--- src/rtl/demux_1_n_buf.sv ---
// Buffered 1-to-N valid/ready demultiplexer: each word goes to the lane named by in_sel,
// and each lane has one holding register. Out-of-range selects are accepted, dropped and counted.
module demux_1_n_buf #(
  parameter int unsigned N_OUT     = 4,
  parameter int unsigned SEL_W     = 2,
  parameter int unsigned DATA_W    = 8,
  parameter int unsigned ERR_CNT_W = 8
) (
  input  logic                    clk,
  input  logic                    rst_n,
  input  logic [DATA_W-1:0]       in_data,
  input  logic [SEL_W-1:0]        in_sel,
  input  logic                    in_valid,
  output logic                    in_ready,
  output logic [N_OUT*DATA_W-1:0] out_data,
  output logic [N_OUT-1:0]        out_valid,
  input  logic [N_OUT-1:0]        out_ready,
  output logic                    err_pulse,
  output logic [ERR_CNT_W-1:0]    err_count
);

  localparam logic [ERR_CNT_W-1:0] ERR_MAX = '1;

  logic [DATA_W-1:0] data_q [N_OUT];
  logic [N_OUT-1:0]  valid_q;
  logic [N_OUT-1:0]  sel_hot;
  logic [N_OUT-1:0]  load;
  logic              sel_ok;
  logic              drop;

  // Decode the select one-hot so no lane index can run past N_OUT-1.
  // A lane that is FULL can still take a new word when its consumer drains it on the same edge.
  always_comb begin
    // NOTE: every always_comb output gets a default first, so no path leaves it unassigned and no latch is inferred.
    sel_ok   = 1'b0;
    sel_hot  = '0;
    in_ready = 1'b1;
    for (int k = 0; k < N_OUT; k++) begin
      if (in_sel == SEL_W'(k)) begin
        sel_ok     = 1'b1;
        sel_hot[k] = 1'b1;
        in_ready   = ~valid_q[k] | out_ready[k];
      end
    end
    load = sel_hot & {N_OUT{in_valid & in_ready}};
    drop = in_valid & ~sel_ok;
  end

  always_ff @(posedge clk or negedge rst_n) begin
    if (!rst_n) begin
      valid_q   <= '0;
      // NOTE: the lane data registers are reset too, because out_data must read zero during and after reset.
      for (int k = 0; k < N_OUT; k++) data_q[k] <= '0;
      err_pulse <= 1'b0;
      err_count <= '0;
    end else begin
      // NOTE: sequential state uses non-blocking assignments only, so every lane sees pre-edge values.
      for (int k = 0; k < N_OUT; k++) begin
        if (load[k]) begin
          valid_q[k] <= 1'b1;
          data_q[k]  <= in_data;
        end else if (valid_q[k] && out_ready[k]) begin
          valid_q[k] <= 1'b0;
        end
      end
      err_pulse <= drop;
      if (drop && err_count != ERR_MAX) err_count <= err_count + 1'b1;
    end
  end

  always_comb begin
    out_data = '0;
    for (int k = 0; k < N_OUT; k++) out_data[k*DATA_W +: DATA_W] = data_q[k];
  end

  assign out_valid = valid_q;

endmodule

--- config.mk ---
export PLATFORM = sky130hd
export DESIGN_NAME = demux_1_n_buf
export DESIGN_NICKNAME = d
export VERILOG_FILES = /design/src/rtl/demux_1_n_buf.sv
export SDC_FILE = /design/constraint.sdc
export NUM_CORES = 1
export LEC_CHECK = 0
export ABC_AREA = 1
export ABC_CLOCK_PERIOD_IN_PS = 1300
export CAP_MARGIN = 30
export CORE_UTILIZATION = 45
export DETAILED_ROUTE_END_ITERATION = 8
export PLACE_DENSITY = 0.79
export SLEW_MARGIN = 20
export SYNTH_ARGS = -nofsm -noshare
export SYNTH_HDL_FRONTEND = slang
export SYNTH_SLANG_ARGS = --single-unit
--- constraint.sdc ---
create_clock -name clk -period 1.3 [get_ports clk]
set_input_delay 0.26 -clock clk [delete_from_list [all_inputs] [get_ports clk]]
set_output_delay 0.26 -clock clk [all_outputs]
set_load 0.02 [all_outputs]
# After elaboration in Yosys (flattened, before gate mapping)
# Index checks and enable logic that the tools add are counted.
[word_totals]
register_bits = 45
input_bits = 17
wordCells = 56
[op_classes]
add_sub_neg = 1
n_eq_ne = 4
muxes = 19
bitwise_logic = 12
reduce_logical = 10
[ops]
columns = ["op", "n"]
rows = [
  ["1-bit two-way mux", 19],
  ["8-bit by 1-bit adder with 8-bit output, second input constant", 1],
  ["8-bit inequality test, second input constant", 1],
  ["2-bit nonzero test", 4],
  ["1-bit logical AND", 5],
  ["1-bit NOT", 5],
  ["4-bit bitwise AND", 1],
  ["2-bit equality test, second input constant", 2],
  ["1-bit OR", 4],
  ["1-bit bitwise AND", 2],
  ["2-bit by 1-bit equality test with 1-bit output, second input constant", 1],
  ["2-bit zero test", 1],
]

# Depth between registers and ports, before layout
[logic_depth]
depth_word = 9
depth_mapped = 8

# Least setup slack after synthesis
# No wires, ideal clock.
[synth_path]
kind = "reg2reg"
startpoint = "reg valid_q[3] (netlist: out_valid[3])"
endpoint = "reg valid_q[0] (netlist: out_valid[0])"
setup_time_ns = 0.126
arrival_ns = 1.195
required_ns = 1.174
slack_ns = -0.021
stages_incl_launch_ff = 6
synth_period_minus_slack_ns = 1.321
cell_sequence = "dfrtp_1 nand2_1 nor2_1 inv_1 nand4_4 o21ai_1"
[synth_between]
elab_chain_cells = 6
[synth_rtl]
columns = ["item", "line_no", "source"]
rows = [
  ["start, declared", "25", "logic [N_OUT-1:0] valid_q;"],
  ["start signal, assigned", "51", "valid_q <= '0;"],
  ["start signal, assigned by index", "60", "valid_q[k] <= 1'b1;"],
  ["start signal, assigned by index", "63", "valid_q[k] <= 1'b0;"],
  ["1-bit NOT (*)", "42", "in_ready = ~valid_q[k] | out_ready[k];"],
  ["1-bit OR (*)", "42", ""],
  ["1-bit two-way mux (*)", "39", "if (in_sel == SEL_W'(k)) begin"],
  ["1-bit bitwise AND (*)", "45", "load = sel_hot & {N_OUT{in_valid & in_ready}};"],
  ["4-bit bitwise AND (*)", "45", ""],
  ["1-bit two-way mux or 2-bit nonzero test (tied branches)", "n/a", ""],
]
# Every way passes the cells marked *; elsewhere a longest branch is shown, timed or not.
# A chain may end at the register's enable or synchronous reset.

# Final worst setup path
[layout_path]
startpoint = "in out_ready[0]"
endpoint = "out in_ready"
[layout_between]
elab_chain_cells = 5
[layout_rtl]
columns = ["item", "line_no", "source"]
rows = [
  ["start, declared", "17", "input logic [N_OUT-1:0] out_ready,"],
  ["1-bit OR", "42", ""],
  ["1-bit two-way mux (4 in series)", "39", ""],
  ["end, declared", "14", "output logic in_ready,"],
]
# Every way passes these cells.

==> impl_metrics.ini <==
[worst_setup_path]
reg2reg_from = out_valid[1]$_DFFE_PN0P_
cp_top_family = buffers and inverters
critical_path.slowest_cell = clkdlybuf4s50_1
reg2reg_to = out_data[3]$_DFFE_PN0P_
cp_cell_sequence = clkdlybuf4s50_1 -> nor2_4 -> nand2_4 -> nand3_4 -> nor2_4 -> buf_6
cp_num_buf_inv = 2
path_max_fanout = 2
r2r_setup_slack_ns = -0.17
crit_top_cell = nor2_4
max_stage_delay_ns = 0.55
critPathArrivalTime_ns = 1.31
worstRegToRegCells = 10
critPathKind = in -> out
critPathRequiredTime_ns = 1.04
worstSetupEndpointType = primary output
start_kind = input port

[clocking]
clk_pin_slew_ns = 0.09
clock_latency_ns = 0.31
cts-root-buf = clkbuf_8
h-tree-depth = 2
cts_buffers = 5
cts_sinks = 45
cts_tree = done
cts_buffer_depth = 2

[run_status]
violations = negative setup slack
outcome = finished, violations left

[timing]
rsz0062_at_grt = yes
fmax_mhz = 636
finalHoldViolCount = 0
skew_ns = 0.00608
setup-violations-final = 37
maxSlewViolCount = 0
setup_ws_ns = -0.273
fin_tns_setup_ns = -5.59
fin_crit_ns = 1.57
fin_crit_sh = 1.21

[power]
p_per_area_nw_per_um2 = 1310
ir_drop_mv = 0.896
p_leak_nw = 1.51

[logic_synthesis]
syn-cell-area_um2 = 1910
synth-seq-cells = 45
synth-seq-area-share = 0.590
yosysUniqueCellTypes = 17
yosys_warnings = 0
netlist_instances = 190
syn_area_per_cell_um2 = 10.0
synth_nets = 207

[cells_and_area]
final_nets = 295
num-fill-cells = 260
areaGrowthSynthToFinish_pct = 62.0
final_layout_size_suffix_gt1_frac = 0.341
n_antenna_cell = 0
design_area_um2 = 3090

[routing]
drt_wl_total_um = 5650
drt_iter0_drc = 138
firstDrtPassIters = 4
vias = 1823
wire_per_inst_um = 17.2
viasPerCell = 5.54
route.detailed.drc = 0
ant_nets = 0

[grt]
grt_pass1_vias = 1745
grt_use_total = 0.261
grt_max_degree = 46
grt_pass1_wl_um = 8280
overflow = 0
antenna_found_initial = 0

[floorplan]
fp.coreArea_um2 = 4030
fp.dieH_um = 67.1
dieWidth_um = 67.1
start_util = 0.474
fp-row-count = 23
dieArea_um2 = 4500
ios = 63

[place]
gp_congestion = 0.921
place_area_um2 = 2670
post-place-ws_ns = -0.842
dp_hpwl_um = 3210
port_buffers = 62

[worst_hold_path]
hold_path.class = in -> reg
worstHoldStart = out_ready[1]
hold_depth = 2
hold_end = out_valid[1]$_DFFE_PN0P_

[job]
max-cap-violations = 0
[kinds of logic (layout without fill, tap and decap cells)]
kind of cell | count (synthesis) | in the layout | share of synthesized area
other | 1 | 1 | 0.00197
and+or+nand+nor | 117 | 121 | 0.339
buffers and inverters | 24 | 109 | 0.0610
AOI/OAI and AO/OA | 3 | 3 | 0.00787
DFF | 45 | 45 | 0.590
[synthesized netlist by cell type]
library cell / n / area, µm²
nand2_1: 67 / 251
dfrtp_1: 45 / 1130
nand4_1: 32 / 200
clkbuf_1: 9 / 33.8
inv_1: 6 / 22.5
nand2_2: 4 / 25.0
nand4_4: 4 / 85.1
nor2_1: 4 / 15.0
buf_2: 3 / 15.0
buf_6: 3 / 33.8
inv_2: 3 / 11.3
nor2_4: 3 / 33.8
o21ai_1: 3 / 15.0
conb_1: 1 / 3.75
nand3_2: 1 / 10.0
nor2_2: 1 / 6.26
nor2_8: 1 / 20.0
[registers in the layout (all words and copies together) (netlist names)]
register,flops
out_valid,4
err_pulse,1
out_data,32
err_count,8
[where the power goes]
group | internal [mW] | total [mW] | switching (mW)
Clock | 0.627 | 1.11 | 0.482
Sequential | 1.61 | 1.74 | 0.137
Combinational | 0.505 | 1.19 | 0.684
Total | 2.74 | 4.04 | 1.30
[cells in the final DEF (no fill, tap or decap), types with 3 or more instances in the layout]
master           Yosys  routed
buf_12               0       7
buf_2                3       3
buf_4                0      17
buf_6                3       5
clkbuf_2             0       6
clkbuf_8             0       6
clkdlybuf4s15_1      0      32
clkdlybuf4s50_1      0      12
dfrtp_1             45      42
dfrtp_2              0       3
dlygate4sd2_1        0       8
inv_2                3       6
nand2_1             67      50
nand2_2              4      19
nand4_1             32      32
nand4_4              4       8
nor2_2               1       3
nor2_4               3       5
o21ai_1              3       3
[what timing repair did]
action / CTS / global route
endpoints found under the hold margin: 45 / 0
setup buffers: 13 / 2
hold buffers: 1 / 0
resized for setup: 71 / 70
endpoints found under the setup margin: 82 / 75
cloned: 4 / 1
pin swaps: 13 / 11
[metrics by stage]
| stage | util | hold slack [ns] | std cells | total power [mW] |
|---|---|---|---|---|
| final | 0.767 | 0.309 | 329 | 4.04 |
| after global routing | 0.767 | 0.318 | 329 | 4.22 |
| after CTS | 0.731 | 0.287 | 326 | 3.92 |
| after detailed placement | 0.662 | 0.258 | 303 | 2.90 |
| after global placement | 0.662 | 0.254 | 303 | 2.88 |
| after floorplan | - | -0.0356 | 190 | 2.27 |
[worst max-delay path by stage]
stage,slack [ns],from,to,cells after the start
2_1_floorplan,0.003,out_valid[0]$_DFFE_PN0P_,in_ready,6
3_3_place_gp,-0.79,in_sel[1],in_ready,6
3_5_place_dp,-0.84,in_sel[1],in_ready,6
4_1_cts,-0.22,out_valid[1]$_DFFE_PN0P_,in_ready,6
5_1_grt,-0.32,out_valid[1]$_DFFE_PN0P_,in_ready,6
6_report,-0.27,out_ready[0],in_ready,6
[routing by layer]
layer,up-vias,wire [µm],GRT usage
li1,830,-,-
met1,897,2260,0.319
met2,86,2790,0.423
met3,10,495,0.0976
met4,0,104,0.0851
met5,-,0,0
[area by class of cell]
| type | instances | area [µm²] | area share |
|---|---|---|---|
| Tap cell | 50 | 62.6 | 0.0202 |
| Clock buffer | 7 | 86.3 | 0.0279 |
| Timing Repair Buffer | 92 | 915 | 0.296 |
| Clock inverter | 1 | 30.0 | 0.00971 |
| Sequential cell | 45 | 1130 | 0.365 |
| Multi-Input combinational cell | 125 | 831 | 0.269 |
| Inverter | 9 | 37.5 | 0.0121 |
Note: power is estimated with default switching activity, not from simulation.
